--- config.mk ---
export PLATFORM = sky130hd
export DESIGN_NAME = alu_share_arbiter
export DESIGN_NICKNAME = d
export VERILOG_FILES = /design/src/rtl/alu_share_arbiter.sv
export SDC_FILE = /design/constraint.sdc
export NUM_CORES = 1
export LEC_CHECK = 0
export CAP_MARGIN = 15
export CORE_ASPECT_RATIO = 1.75
export CORE_UTILIZATION = 40
export DETAILED_ROUTE_END_ITERATION = 8
export PLACE_DENSITY_LB_ADDON = 0.25
export SLEW_MARGIN = 30
export SYNTH_ARGS = -nofsm -noshare
export SYNTH_HDL_FRONTEND = slang
export SYNTH_HIERARCHICAL = 1
export SYNTH_SLANG_ARGS = --single-unit
--- constraint.sdc ---
create_clock -name i_clk -period 10.9 [get_ports i_clk]
set_clock_uncertainty 0.2 [all_clocks]
set_input_delay 2.18 -clock i_clk [delete_from_list [all_inputs] [get_ports i_clk]]
set_output_delay 2.18 -clock i_clk [all_outputs]
set_load 0.02 [all_outputs]
--- src/rtl/alu_share_arbiter.sv ---
// Round-robin arbiter that shares one 32-bit add/sub/and/or ALU between NREQ
// requesters and registers the winner's result in a one-entry tagged slot.

module alu (
    input  logic [1:0]  op,
    input  logic [31:0] a,
    input  logic [31:0] b,
    output logic [31:0] y
);
    always_comb begin
        case (op)
            2'b00:   y = a + b;
            2'b01:   y = a + ~b + 32'd1;
            2'b10:   y = a & b;
            default: y = a | b;
        endcase
    end
endmodule

module alu_share_arbiter #(
    parameter  int NREQ = 4,
    localparam int IDW  = $clog2(NREQ)
) (
    input  logic                 i_clk,
    input  logic                 i_rst_n,
    input  logic [NREQ-1:0]      i_reqValid,
    input  logic [NREQ*32-1:0]   i_reqA,
    input  logic [NREQ*32-1:0]   i_reqB,
    input  logic [NREQ*2-1:0]    i_reqOp,
    output logic [NREQ-1:0]      o_reqReady,
    output logic                 o_rspValid,
    output logic [IDW-1:0]       o_rspId,
    output logic [31:0]          o_rspResult,
    input  logic                 i_rspReady
);
    typedef struct packed {
        logic [1:0]  op;
        logic [31:0] a;
        logic [31:0] b;
    } req_t;

    req_t           reqs [NREQ];
    logic [IDW-1:0] ptr;
    logic [IDW-1:0] sel_id;
    logic           any;
    logic [NREQ-1:0] cand;
    logic           slot_free;
    logic           accept;
    logic [31:0]    alu_y;

    for (genvar k = 0; k < NREQ; k++) begin : g_req
        assign reqs[k] = '{op: i_reqOp[2*k +: 2], a: i_reqA[32*k +: 32], b: i_reqB[32*k +: 32]};
    end

    // Scan from the far end toward ptr so the nearest valid requester wins last.
    always_comb begin
        int j;
        j      = 0;
        sel_id = '0;
        any    = 1'b0;
        for (int i = NREQ - 1; i >= 0; i--) begin
            j = int'(ptr) + i;
            if (j >= NREQ) j = j - NREQ;
            if (i_reqValid[j]) begin
                sel_id = IDW'(j);
                any    = 1'b1;
            end
        end
    end

    always_comb begin
        cand = '0;
        if (any) cand[sel_id] = 1'b1;
    end

    assign slot_free  = ~o_rspValid | i_rspReady;
    assign accept     = any & slot_free;
    assign o_reqReady = (i_rst_n & slot_free) ? cand : '0;

    alu u_alu (
        .op (reqs[sel_id].op),
        .a  (reqs[sel_id].a),
        .b  (reqs[sel_id].b),
        .y  (alu_y)
    );

    always_ff @(posedge i_clk) begin
        if (!i_rst_n) begin
            ptr         <= '0;
            o_rspValid  <= 1'b0;
            o_rspId     <= '0;
            o_rspResult <= '0;
        end else if (accept) begin
            o_rspValid  <= 1'b1;
            o_rspId     <= sel_id;
            o_rspResult <= alu_y;
            ptr         <= (sel_id == IDW'(NREQ - 1)) ? '0 : sel_id + IDW'(1);
        end else if (i_rspReady) begin
            o_rspValid  <= 1'b0;
        end
    end
endmodule

==> results of run 1 <==
## power by group through the flow
stage / combinational, W / clock (W) / sequential, W
floorplan: 0.00120 / 0 / 0.000254
global placement: 0.00172 / 0 / 0.000203
detailed placement: 0.00174 / 0 / 0.000205
CTS: 0.00175 / 0.000173 / 0.000202
global route: 0.00193 / 0.000177 / 0.000207
finish: 0.00176 / 0.000170 / 0.000201
## cell families after synthesis
group | count (synthesis)
XOR/XNOR | 28
AO/OA/AOI/OAI | 304
adder cells (fa/ha/maj) | 105
multiplexers | 209
AND/OR/NAND/NOR | 290
flip-flops | 37
buffers and inverters | 178
## routing by layer
metal  GRT usage [%]  vias up
met5               0        -
met4            14.2        0
met3            2.09       83
met2            47.0      338
met1            27.0     4249
li1                -     4563
## worst register-to-register path, cell delays in order, from the launching register on
cell,delay [ns]
dfxtp_1,0.39
nand2b_1,0.16
nor2b_1,0.17
o22a_4,0.68
buf_4,0.75
mux2i_1,0.17
mux2i_1,0.25
ha_1,0.30
inv_1,0.08
fa_1,0.37
nand2b_1,0.19
a211oi_1,0.30
o211ai_1,0.27
a21oi_1,0.33
nor2_1,0.11
o31ai_1,0.36
o21ai_0,0.25
xnor2_1,0.18
mux2i_1,0.14
nand2_1,0.07
a21boi_1,0.12
## synth_stat cells, drive strengths merged (4+ instances only)
cell type and instances:
a2111oi 4, a211o 5, a211oi 11, a21boi 36
a21o 14, a21oi 76, a221oi 4, a31oi 6
a32oi 5, buf 42, clkbuf 35, dfxtp 37
ha 103, inv 101, mux2i 206, nand2 130
nand2b 12, nand3 13, nand4 7, nor2 57
nor2b 14, nor3 23, nor4 11, o211ai 13
o21a 4, o21ai 77, o21bai 11, o31ai 8
or2 7, or3 6, xnor2 24, xor2 4
## final timing paths
path,startpoint,cells after the start,slack (ns),to
min reg2reg,o_rspResult[26],2,0.25,o_rspResult[26]
min,o_rspResult[26],2,0.25,o_rspResult[26]
max,i_reqValid[1],21,2.99,o_rspResult[24]
max reg2reg,ptr[0],20,5.00,o_rspResult[24]
## sequential cells by signal (all words and copies together), names as in the netlist
name	flops
o_rspResult	32
o_rspId	2
ptr	2
o_rspValid	1
## stage by stage
step	hold WS [ns]	setup WS, ns	instances	total power [W]
2_1_floorplan	0.287	4.84	1151	0.00146
3_3_place_gp	0.240	2.77	1684	0.00193
3_5_place_dp	0.245	2.75	1684	0.00195
4_1_cts	0.253	3.00	1692	0.00213
5_1_grt	0.269	2.53	1692	0.00232
6_report	0.249	2.99	1692	0.00214
## cell type report
class / count / area (um^2) / area share, %
Clock inverter: 2 / 37.5 / 0.316
Tap cell: 292 / 365 / 3.07
Inverter: 101 / 379 / 3.19
Clock buffer: 6 / 139 / 1.17
Timing Repair Buffer: 318 / 3160 / 26.6
Sequential cell: 37 / 741 / 6.23
Multi-Input combinational cell: 936 / 7060 / 59.4
==> summary.md, run 1 <==
| Metric | Value |
|---|---|
| GRT Overall Usage | 25.0% |
| Area delta synth->final | 36.8% |
| Synth Area in Compound Gates | 23.0% |
| Met3 wire length | 1350 um |
| RSZ-0062 raised after global routing | false |
| Initial antenna violation count | 0 |
| Initial core utilization | 40.6% |
| Mapped Cells | 1151 |
| Fin util | 55.5% |
| Syn Area/Cell | 7.55 um^2 |
| Routability Congestion | 0.935 |
| Synthesized area | 8690 um^2 |
| NetSw | 0.00111 W |
| CP peak stage delay | 0.69 ns |
| Rows | 71 |
| Worst-Skew Late Latency | 0.28 ns |
| GR Overflow Total | 0 |
| Commonest non-fill, non-tap cell in the layout | clkdlybuf4s50_1 |
| Root Buffer Master | clkbuf_16 |
| Fillers | 2099 |
| Max Transition Viols Final | 0 |
| CP cell instances | clkdlybuf4s50_1 -> a21o_1 -> a21oi_2 -> o22a_4 -> buf_4 -> mux2i_1 -> mux2i_1 -> ha_1 -> inv_1 -> fa_1 -> nand2b_1 -> a211oi_1 -> o211ai_1 -> a21oi_1 -> nor2_1 -> o31ai_1 -> o21ai_0 -> xnor2_1 -> mux2i_1 -> nand2_1 -> a21boi_1 |
| CP max stage cell | buf_4 |
| Post-synth EDFFs | 0 |
| FMAX | 126 MHz |
| Simple-Gate Fraction of Synth Area | 15.4% |
| Post-route ant nets | 0 |
| H-tree depth | 2 |
| DP Area | 11700 um^2 |
| Pwr Density | 180 nW/um^2 |
| Adder-Cell Fraction of Synth Area | 15.3% |
| Post-route DRC violation count | 0 |
| WL met1 | 11000 um |
| Max clock buf depth | 2 |
| Die width | 113 um |
| Vias in the first global route | 9070 |
| Area contributors post-synth | mux2i_1, ha_1, dfxtp_1, nand2_1, inv_1 |
| Total Wirelength | 28600 um |
| CP Max Fanout | 47 |
| Via Count | 9233 |
| Share of cells above drive strength 1 | 3.50% |
| Pre-antenna DRT Iters | 5 |
| Min-delay worst type | flop to flop |
| Max Used Layer | met4 |
| Post-synthesis sequential area ratio | 8.53% |
| Async SR Flop Fraction | 0% |
| Worst slew margin | 36.8% |
| Worst-case vdd ir drop | 66.4 uV |
| Max-capacitance violation count | 0 |
| Avg Vias per Cell | 5.46 |
| Core Footprint | 21400 um^2 |
| Post_cts resized | 0 |
| Diodes inserted | 0 |
| Sequential share of power | 9.4% |
| Final Instance Area | 11900 um^2 |
| Clk sinks | 37 |
| Tcrit/Tclk final | 72.6% |
| IO Pins | 310 |
| Logic pwr share | 82.6% |
| Met2 routed WL | 14700 um |
| Post-layout min period | 7.91 ns |
| Syn Nets | 1527 |
| Final net count | 1775 |
| Global-route wire length before repair | 44900 um |
| Synth top area share | 23.7% |
| Clock power share | 8.0% |
| CP top delay family | compound AO/OA/AOI/OAI gates |
| Die area | 22300 um^2 |
| Final Hold Violating Endpoints | 0 |
| Data required time of the worst path | 10.92 ns |
| Setup TNS | 0 ns |
| Cell repeated most along the worst path | mux2i_1 |
| WS Path Type | primary input to flop |
| Int Pwr | 0.00102 W |
| Most frequent cells in the layout | clkdlybuf4s50_1, mux2i_1, nand2_1, ha_1, inv_1 |
| Clock Pin Slew Worst Setup and Hold Paths | 0.05 ns |
| Leakage Power | 5.09 nW |
| Num CTS Buffers | 5 |
| Mean routed wirelength per cell | 16.9 um |
| Detailed Route Iter0 Violations | 410 |
| Port-buffer cells | 309 |
| Netlist cell types | 75 |
| Most common flop cell mapped by yosys | dfxtp_1 |
| Post-synthesis mux area share | 24.3% |
| Chip Height | 197 um |
| CP Capture Type | flop |
| Post-CTS Setup Inserts | 0 |
| Post-DP HPWL | 23500 um |
| Arr. time, crit path | 7.93 ns |
| XOR/XNOR Fraction of Synth Area | 2.82% |
| Largest family of logic cells by synthesized area | multiplexers |
| Largest net degree at the start of global routing | 92 |
| Slew @ Worst Pin | 0.922 ns |
| YS warnings | 6 |
| Status | complete, no violations |
| Hold-fix buffers at CTS | 0 |
| Area leader, netlist | mux2i_1 |
| Worst setup SP type | primary input |
| Seq cells post-synth | 37 |
| # setup viols final | 0 |
| Switch share | 52.2% |
| CTS tree | done |
| Worst Path Buf+Inv | 3 |
Power figures use the tool's default switching activity.
==> run 2, diff against run 1 <==
Clock period 10.9 ns to 8.2 ns, I/O delays scaled along.
==> run 2 against run 1 <==
Effect of this change: die area unchanged; final area up 0.94%; count of clock-buffer cells in the layout down 1; power up 35%; non-clock buffer count up 8; combinational power up 35%; sequential share of layout area down 0.058 points; via count down 0.44%; global-route usage up 0.81 points; critical endpoint is now o_rspResult[31].
==> summary.md, run 2 (synthesized netlist as in run 1, its figures left out) <==
| Metric | Value |
|---|---|
| Largest net degree at the start of global routing | 91 (-1.1%) |
| Max-capacitance violation count | 0 (unchanged) |
| Worst r2r src | ptr[1] |
| Arr. time, crit path | 6.78 ns (-1.15 ns) |
| Worst setup SP type | primary input |
| Post-route ant nets | 0 (unchanged) |
| Via Count | 9192 (-0.44%) |
| GRT Overall Usage | 25.8% (+0.81 points) |
| Clk sinks | 37 (unchanged) |
| Grt met3 use | 1.81% (-0.28 points) |
| CP top delay family | compound AO/OA/AOI/OAI gates |
| Worst slew margin | 37.4% (+0.61 points) |
| Avg Vias per Cell | 5.41 (-0.91%) |
| Pre-antenna DRT Iters | 8 (+3) |
| DP Area | 11800 um^2 (+0.83%) |
| Worst Hold Path EP | o_rspId[1] |
| Vias in the first global route | 9011 (-0.65%) |
| Worst-case vdd ir drop | 127 uV (+91%) |
| Hold-fix buffers at CTS | 0 (unchanged) |
| Hold Path Depth | 2 (unchanged) |
| Detailed Route Iter0 Violations | 567 (+38%) |
| CP max stage cell | a211oi_4 |
| Met1 GRT Util | 28.3% (+1.3 points) |
| Slew @ Worst Pin | 0.939 ns (+0.0172 ns) |
| Worst-Skew Late Latency | 0.29 ns (about the same) |
| Rows | 71 (unchanged) |
| Post_cts resized | 0 (unchanged) |
| Port-buffer cells | 309 (unchanged) |
| Root Buffer Master | clkbuf_16 |
| Total Wirelength | 29300 um (+2.4%) |
| Commonest non-fill, non-tap cell in the layout | clkdlybuf4s50_1 |
| Die area | 22300 um^2 (unchanged) |
| Setup TNS | 0 ns (unchanged) |
| Fin util | 56.0% (+0.52 points) |
| Post-layout min period | 6.81 ns |
| Biggest regs | o_rspResult x32, o_rspId x2, ptr x2 |
| Leakage Power | 5.16 nW (+1.2%) |
| CTS tree | done |
| CP peak stage delay | 0.65 ns (-0.04 ns) |
| CP Capture Type | flop |
| Worst slack at placement | 1.09 ns (-1.66 ns) |
| Post-CTS Setup Inserts | 0 (unchanged) |
| Min setup slack post-route | 1.39 ns (-1.59 ns) |
| Crit. Startpoint | i_reqValid[1] |
| Tcrit/Tclk final | 83.0% |
| Min-delay worst type | flop to flop |
| R2r endpoint | o_rspResult[30] |
| Routability Congestion | 0.970 (+3.8%) |
| Most frequent cells in the layout | clkdlybuf4s50_1, mux2i_1, nand2_1, ha_1, inv_1 |
| Die width | 113 um (unchanged) |
| Register-to-register setup slack | 2.87 ns (-2.13 ns) |
| Max Transition Viols Final | 0 (unchanged) |
| GR Overflow Total | 0 (unchanged) |
| Number of flip-flops in the largest register | 32 (unchanged) |
| H-tree depth | 2 (unchanged) |
| Post-route DRC violation count | 0 (unchanged) |
| Initial antenna violation count | 0 (unchanged) |
| CP Max Fanout | 23 (-51%) |
| Fillers | 2047 (-2.5%) |
| Final Instance Area | 12000 um^2 (+0.94%) |
| Mean routed wirelength per cell | 17.2 um (+1.9%) |
| CP cell instances | clkdlybuf4s50_1 -> nand2b_1 -> a21oi_1 -> a211oi_4 -> buf_4 -> mux2i_1 -> inv_1 -> ha_1 -> or3_4 -> or3_4 -> nor3_4 -> a22oi_2 -> a21oi_2 -> a41oi_1 -> o31ai_2 -> mux2i_1 -> o221ai_2 -> nand2_1 -> a21boi_1 |
| Final net count | 1783 (+0.45%) |
| WS Path Type | primary input to flop |
| Diodes inserted | 0 (unchanged) |
| Pwr Density | 241 nW/um^2 (+34%) |
| Reg with most FFs | o_rspResult |
| RSZ-0062 raised after global routing | false |
| Post-DP HPWL | 24400 um (+3.9%) |
| Clock Pin Slew Worst Setup and Hold Paths | 0.06 ns (about the same) |
| Reg2reg path depth | 20 (unchanged) |
| Area delta synth->final | 38.1% |
| FMAX | 147 MHz |
| Share of cells above drive strength 1 | 3.98% (+0.48 points) |
| Initial core utilization | 40.6% (unchanged) |
| Num CTS Buffers | 5 (unchanged) |
| Data required time of the worst path | 8.18 ns (-2.74 ns) |
| Hold path start | o_rspId[1] |
| Worst Path Buf+Inv | 3 (unchanged) |
| Busiest layer in global routing | met2 |
| Max clock buf depth | 2 (unchanged) |
| Final Hold Violating Endpoints | 0 (unchanged) |
| GR Util met2 | 48.8% (+1.8 points) |
| Global-route wire length before repair | 45900 um (+2.2%) |
| Core Footprint | 21400 um^2 (unchanged) |
| Chip Height | 197 um (unchanged) |
| Status | complete, no violations |
| IO Pins | 310 (unchanged) |
| # setup viols final | 0 (unchanged) |
## run 2: routing by layer
metal | routed length (um) | vias to the layer above
met5 | 0 | -
met4 | 1420 | 0
met3 | 1340 | 71
met2 | 15400 | 346
met1 | 11200 | 4208
li1 | - | 4567
## run 2: metrics by stage
step | hold WS [ns] | instances | total power, W
final | 0.249 | 1700 | 0.00289
after global placement | 0.240 | 1692 | 0.00260
after detailed placement | 0.244 | 1692 | 0.00262
after CTS | 0.252 | 1700 | 0.00287
after global routing | 0.269 | 1700 | 0.00313
after floorplan | 0.287 | 1151 | 0.00194
## run 2: how the worst max path moves through the flow
| stage | end | slack (ns) | cells past startpoint |
|---|---|---|---|
| floorplan | o_rspResult[31] | 2.68 | 20 |
| global placement | o_rspResult[20] | 1.15 | 19 |
| detailed placement | o_rspResult[31] | 1.09 | 19 |
| CTS | o_rspResult[31] | 1.35 | 19 |
| global route | o_rspResult[17] | 1.01 | 19 |
| finish | o_rspResult[31] | 1.39 | 19 |
## run 2: worst min-delay path, delay by kind of cell, from the launching register on
kind               cells  cell delay [ns]
DFF                    1             0.31
and+or+nand+nor        1             0.05
AOI/OAI and AO/OA      1             0.05
## run 2: layout make-up
cell class | count | area [um^2] | share of cell area [%]
multi-input combinational | 936 | 7060 | 58.9
timing repair buffer | 326 | 3260 | 27.2
sequential | 37 | 741 | 6.18
inverter | 101 | 379 | 3.16
tap | 292 | 365 | 3.05
clock buffer | 5 | 125 | 1.04
clock inverter | 3 | 65.1 | 0.543
## run 2: power by group
part	switching (W)	internal, W	total [W]
clock	0.0000761	0.000174	0.000250
sequential	0.0000294	0.000238	0.000267
combinational	0.00139	0.000981	0.00237
